==> config.mk <==
export PLATFORM = sky130hd
export DESIGN_NAME = tx_arbiter
export DESIGN_NICKNAME = d
export VERILOG_FILES = /design/src/rtl/tx_arbiter_pkg.sv /design/src/rtl/tx_arbiter_rr_pick.sv /design/src/rtl/tx_arbiter.sv
export SDC_FILE = /design/constraint.sdc
export NUM_CORES = 1
export LEC_CHECK = 0
export ABC_CLOCK_PERIOD_IN_PS = 1320
export CORE_UTILIZATION = 35
export DETAILED_ROUTE_END_ITERATION = 8
export PLACE_DENSITY = 0.71
export SLEW_MARGIN = 20
export SYNTH_ARGS = -nofsm -noshare
export SYNTH_HDL_FRONTEND = slang
export SYNTH_SLANG_ARGS = --single-unit
==> constraint.sdc <==
create_clock -name clk -period 1.32 [get_ports clk]
set_input_delay 0.132 -clock clk [delete_from_list [all_inputs] [get_ports clk]]
set_output_delay 0.132 -clock clk [all_outputs]
set_load 0.03 [all_outputs]
==> src/rtl/tx_arbiter_pkg.sv <==
// tx_arbiter_pkg: shared state type and widths for the UART transmit arbiter.
package tx_arbiter_pkg;
  typedef enum logic [1:0] {IDLE, SEND, RELEASE} tx_arb_state_t;
  localparam int DATA_W = 8;
  localparam int MAX_REQ = 8;
endpackage

==> src/rtl/tx_arbiter_rr_pick.sv <==
// rr_pick: combinational round-robin picker, first set request scanning up from last+1 with wrap.
module rr_pick
  import tx_arbiter_pkg::*;
#(
  parameter int NUM_REQ = 2,
  parameter int IDW = 1
) (
  input  logic [NUM_REQ-1:0] req,
  input  logic [IDW-1:0]     last,
  output logic [IDW-1:0]     winner,
  output logic               any
);
  // Scanning from the farthest candidate down lets the nearest one overwrite.
  always_comb begin
    winner = last;
    for (int i = NUM_REQ; i >= 1; i--)
      if (req[(int'(last) + i) % NUM_REQ]) winner = IDW'((int'(last) + i) % NUM_REQ);
  end
  assign any = |req;
endmodule

==> src/rtl/tx_arbiter.sv <==
// tx_arbiter: round-robin sharing of one UART tx (Send/Din/Sent) among NUM_REQ byte requesters.
// Define TX_ARBITER_TIMEOUT_EN to abort a SEND that waits TIMEOUT_CYCLES without Sent.
module tx_arbiter
  import tx_arbiter_pkg::*;
#(
  parameter int NUM_REQ = 2,
  parameter int TIMEOUT_CYCLES = 120000,
  localparam int IDW = (NUM_REQ > 1) ? $clog2(NUM_REQ) : 1
) (
  input  logic                  clk,
  input  logic                  reset,
  input  logic [NUM_REQ-1:0]    req,
  input  logic [8*NUM_REQ-1:0]  req_data,
  output logic [NUM_REQ-1:0]    ack,
  output logic [IDW-1:0]        grant_id,
  output logic                  busy,
  output logic                  tx_send,
  output logic [DATA_W-1:0]     tx_din,
  input  logic                  tx_sent,
  output logic                  timeout_err
);
  tx_arb_state_t r_state, w_state;
  logic r_send, w_send, r_terr, w_terr, w_any, w_timeout;
  logic [DATA_W-1:0] r_din, w_din;
  logic [NUM_REQ-1:0] r_ack, w_ack;
  logic [IDW-1:0] r_id, w_id, r_last, w_last, w_win;

  rr_pick #(.NUM_REQ(NUM_REQ), .IDW(IDW)) u_pick (
    .req(req),
    .last(r_last),
    .winner(w_win),
    .any(w_any)
  );

`ifdef TX_ARBITER_TIMEOUT_EN
  localparam int CNT_W = $clog2(TIMEOUT_CYCLES + 1);
  logic [CNT_W-1:0] r_cnt;
  assign w_timeout = (r_state == SEND) && (r_cnt == CNT_W'(TIMEOUT_CYCLES - 1));
  always_ff @(posedge clk or posedge reset)
    if (reset) r_cnt <= '0;
    else r_cnt <= (r_state == SEND) ? r_cnt + 1'b1 : '0;
`else
  assign w_timeout = 1'b0;
`endif

  always_comb begin
    w_state = r_state;
    w_send = r_send;
    w_din = r_din;
    w_ack = '0;
    w_id = r_id;
    w_last = r_last;
    w_terr = 1'b0;
    if (r_state == IDLE && w_any) begin
      w_state = SEND;
      w_send = 1'b1;
      w_id = w_win;
      w_din = req_data[DATA_W*int'(w_win) +: DATA_W];
    end
    // Sent wins over a simultaneous timeout, so the error flag only marks true aborts.
    if (r_state == SEND && (tx_sent || w_timeout)) begin
      w_state = RELEASE;
      w_send = 1'b0;
      w_ack = NUM_REQ'(1) << r_id;
      w_last = r_id;
      w_terr = !tx_sent;
    end
    if (r_state == RELEASE && !tx_sent) w_state = IDLE;
  end

  always_ff @(posedge clk or posedge reset) begin
    if (reset) begin
      r_state <= IDLE;
      r_send <= 1'b0;
      r_din <= '0;
      r_ack <= '0;
      r_id <= '0;
      r_last <= IDW'(NUM_REQ - 1);
      r_terr <= 1'b0;
    end else begin
      r_state <= w_state;
      r_send <= w_send;
      r_din <= w_din;
      r_ack <= w_ack;
      r_id <= w_id;
      r_last <= w_last;
      r_terr <= w_terr;
    end
  end

  assign ack = r_ack;
  assign grant_id = r_id;
  assign busy = (r_state != IDLE);
  assign tx_send = r_send;
  assign tx_din = r_din;
  assign timeout_err = r_terr;
endmodule

==> results.md <==
- Run status: complete, no violations
- Clock root cell: clkbuf_4
- Fin crit period: 1230 ps
- Vias: 700
- Initial antenna violation count: 0
- Top post-synthesis cells by area: dfrtp_1 52%, a31oi_1 7.8%, a21oi_1 6.2%, nand3_1 5.5%, o21ai_0 5.5%
- Setup crit start kind: flop
- Max Fanout on Critical Path: 7
- Post-detailed-route via-to-cell ratio: 4.93
- CP required: 1520 ps
- Syn Nets: 94
- Final-report setup violation count: 0
- Die height: 47.5 um
- RePlAce Congestion: 0.720
- CTS H-tree depth: 1
- FF-to-FF setup slack: 90 ps
- Core ar.: 1940 um2
- Slowest CP cell: dfstp_2
- Routed len/inst: 12.2 um
- Vias in the first global route: 656
- CTS buffer count: 3
- Site row count: 16
- Hold Fails Final Rpt: 0
- Overall routing resource usage: 18.1%
- CP cell instances: nor2b_2, buf_4, o21ai_0, a31oi_1
- DRT iter0 DRCs: 16
- Count leader, synth: dfrtp_1
- Post-route DRC: 0
- Post-DP HPWL: 1340 um
- Worst R2R End: tx_din[5]$_DFFE_PP0P_
- Max_cap viols: 0
- Setup Skew: 4.85 ps
- CTS clock-pin slew for the worst setup and hold paths: 90 ps
- WP data arrival: 1430 ps
- Pre-Repair DR Iteration Count: 4
- Cell accounting for the most synthesized area: dfrtp_1
- IO Pins: 35
- Mapped Cells: 73
- EDFF count, synth: 0
- P_leak: 0.512 nW
- Worst hold-check path type: primary input to async pin
- Initial Util: 37.2%
- Clock sink count: 16
- CP endpoint kind: flop
- Final WL: 1730 um
- Fin crit share: 92.9%
- IO buf count: 34
- Ys async rst share: 100%
- Setup ws final: 94.3 ps
- Synth Register Bits: 16
- Deepest clock path buffer count: 2
- First-pass GRT wire length: 2810 um
- Pwr Density: 2130 nW/um2
- RSZ-0062 raised after global routing: no
- Yosys top cell area share: 51.9%
- Yosys warns: 0
- Largest net degree at the start of global routing: 17
- Synthesized area per cell: 9.91 um2
- Setup Slack @ Placement: -25.1 ps
- Commonest register cell after synthesis: dfrtp_1
- CTS tree: done
- Critical R2R Launch: r_last$_DFFE_PP1P_
- Post-Syn Area: 723 um2
- Worst skew pair latency: 280 ps
- FMAX: 816 MHz
- VDD IR max: 1.48 mV
- CP peak stage delay: 560 ps
- Final Slew Violations: 0
- Layout Nets: 137
- TNS Setup: 0 ps
- Area Growth Syn to Fin: 59.2%
- Synth cell count leaders: 15 x dfrtp_1, 9 x a21oi_1, 9 x a31oi_1, 8 x nand3_1, 8 x o21ai_0
- Post-route ant nets: 0
- Area of the die: 2250 um2
- Distinct cell type count after synthesis: 19
- Die width: 47.5 um
- Sequential area share after synthesis: 55.5%
- Ant. Diodes: 0
- Share of cells above drive strength 1: 15.7%
- Length in cells of the worst reg-to-reg path: 4
- Congestion Overflow GR: 0
- CP Class: flop to flop
-- metrics by stage --
stage | power [mW] | hold slack (ps) | instance area [um2] | util (%) | instances
after floorplan | 1.68 | 45.0 | 723 | - | 73
after global placement | 2.25 | 457 | 1130 | 58.2 | 138
after detailed placement | 2.29 | 454 | 1130 | 58.2 | 138
after CTS | 2.47 | 145 | 1150 | 59.3 | 142
after global routing | 2.63 | 198 | 1150 | 59.3 | 142
final | 2.45 | 142 | 1150 | 59.3 | 142
-- power by group --
group	leakage, nW	internal [mW]	switching, mW	total (mW)
Sequential	0.183	0.717	0.128	0.846
Combinational	0.308	0.520	0.775	1.29
Clock	0.0210	0.168	0.144	0.312
-- cell families (layout without fill, tap and decap cells) --
| group | after synthesis | in the layout | share of synthesized area, % |
|---|---|---|---|
| flops | 16 | 16 | 55.5 |
| other cells | 1 | 1 | 0.519 |
| simple gates | 18 | 18 | 13.7 |
| fa+ha+maj | 1 | 1 | 1.38 |
| compound gates | 29 | 29 | 22.7 |
| buf+inv | 8 | 50 | 6.23 |
-- registers in the layout, indices dropped and copies added, names as in the netlist --
signal and cells:
ack 2, r_last 1, grant_id 1, tx_send 1, timeout_err 1, tx_din 8
r_state 2
-- cell usage in the layout (no fill, tap or decap) --
master / Yosys / layout
a21o_1: 3 / 3
a21oi_1: 9 / 9
a31oi_1: 9 / 9
and2_4: 1 / 1
buf_2: 0 / 1
buf_4: 0 / 9
clkbuf_4: 0 / 3
clkbuf_8: 0 / 1
clkdlybuf4s50_1: 0 / 20
conb_1: 1 / 1
dfrtp_1: 15 / 15
dfstp_2: 1 / 1
dlygate4sd2_1: 0 / 13
inv_1: 3 / 3
maj3_1: 1 / 1
nand2b_1: 2 / 1
nand2b_2: 0 / 1
nand3_1: 8 / 8
nand3b_1: 1 / 1
nor2_1: 3 / 3
nor2b_1: 2 / 1
nor2b_2: 0 / 1
o21ai_0: 8 / 8
or2_1: 1 / 1
-- timing repair --
action | 4_1_cts | 5_1_grt
hold buffers | 0 | 0
endpoints found under the hold margin | 0 | 0
setup buffers | 0 | 0
setup endpoints to repair | 14 | 9
gates resized for setup | 16 | 4
-- layer usage --
metal | vias to the layer above | global-route usage (%) | part of all wire [%]
met5 | - | 0 | 0
met4 | 0 | 5.14 | 1.3
met3 | 4 | 4.53 | 3.2
met2 | 14 | 29.6 | 51
met1 | 337 | 23.8 | 44
li1 | 345 | - | -
-- final cells by class --
class,instances,area [um2]
Multi-Input combinational cell,49,282
Fill cell,187,791
Tap cell,27,33.8
Inverter,3,11.3
Clock buffer,4,36.3
Timing Repair Buffer,43,387
Sequential cell,16,402
-- worst max-delay path: cells and delay by family, from the launching register on --
| kind | cells | cell delay [ps] |
|---|---|---|
| AO/OA/AOI/OAI | 2 | 270 |
| AND/OR/NAND/NOR | 1 | 170 |
| buffers and inverters | 1 | 160 |
| flip-flops | 1 | 560 |
-- worst max path at each step --
stage / slack (ps) / endpoint / startpoint
2_1_floorplan: 130 / tx_din[0]$_DFFE_PP0P_ / r_last$_DFFE_PP1P_
3_3_place_gp: 20 / tx_din[2]$_DFFE_PP0P_ / req[0]
3_5_place_dp: -30 / tx_din[2]$_DFFE_PP0P_ / req[1]
4_1_cts: 30 / tx_din[2]$_DFFE_PP0P_ / r_last$_DFFE_PP1P_
5_1_grt: 20 / tx_din[2]$_DFFE_PP0P_ / r_last$_DFFE_PP1P_
6_report: 90 / tx_din[5]$_DFFE_PP0P_ / r_last$_DFFE_PP1P_
Power figures use the tool's default switching activity.
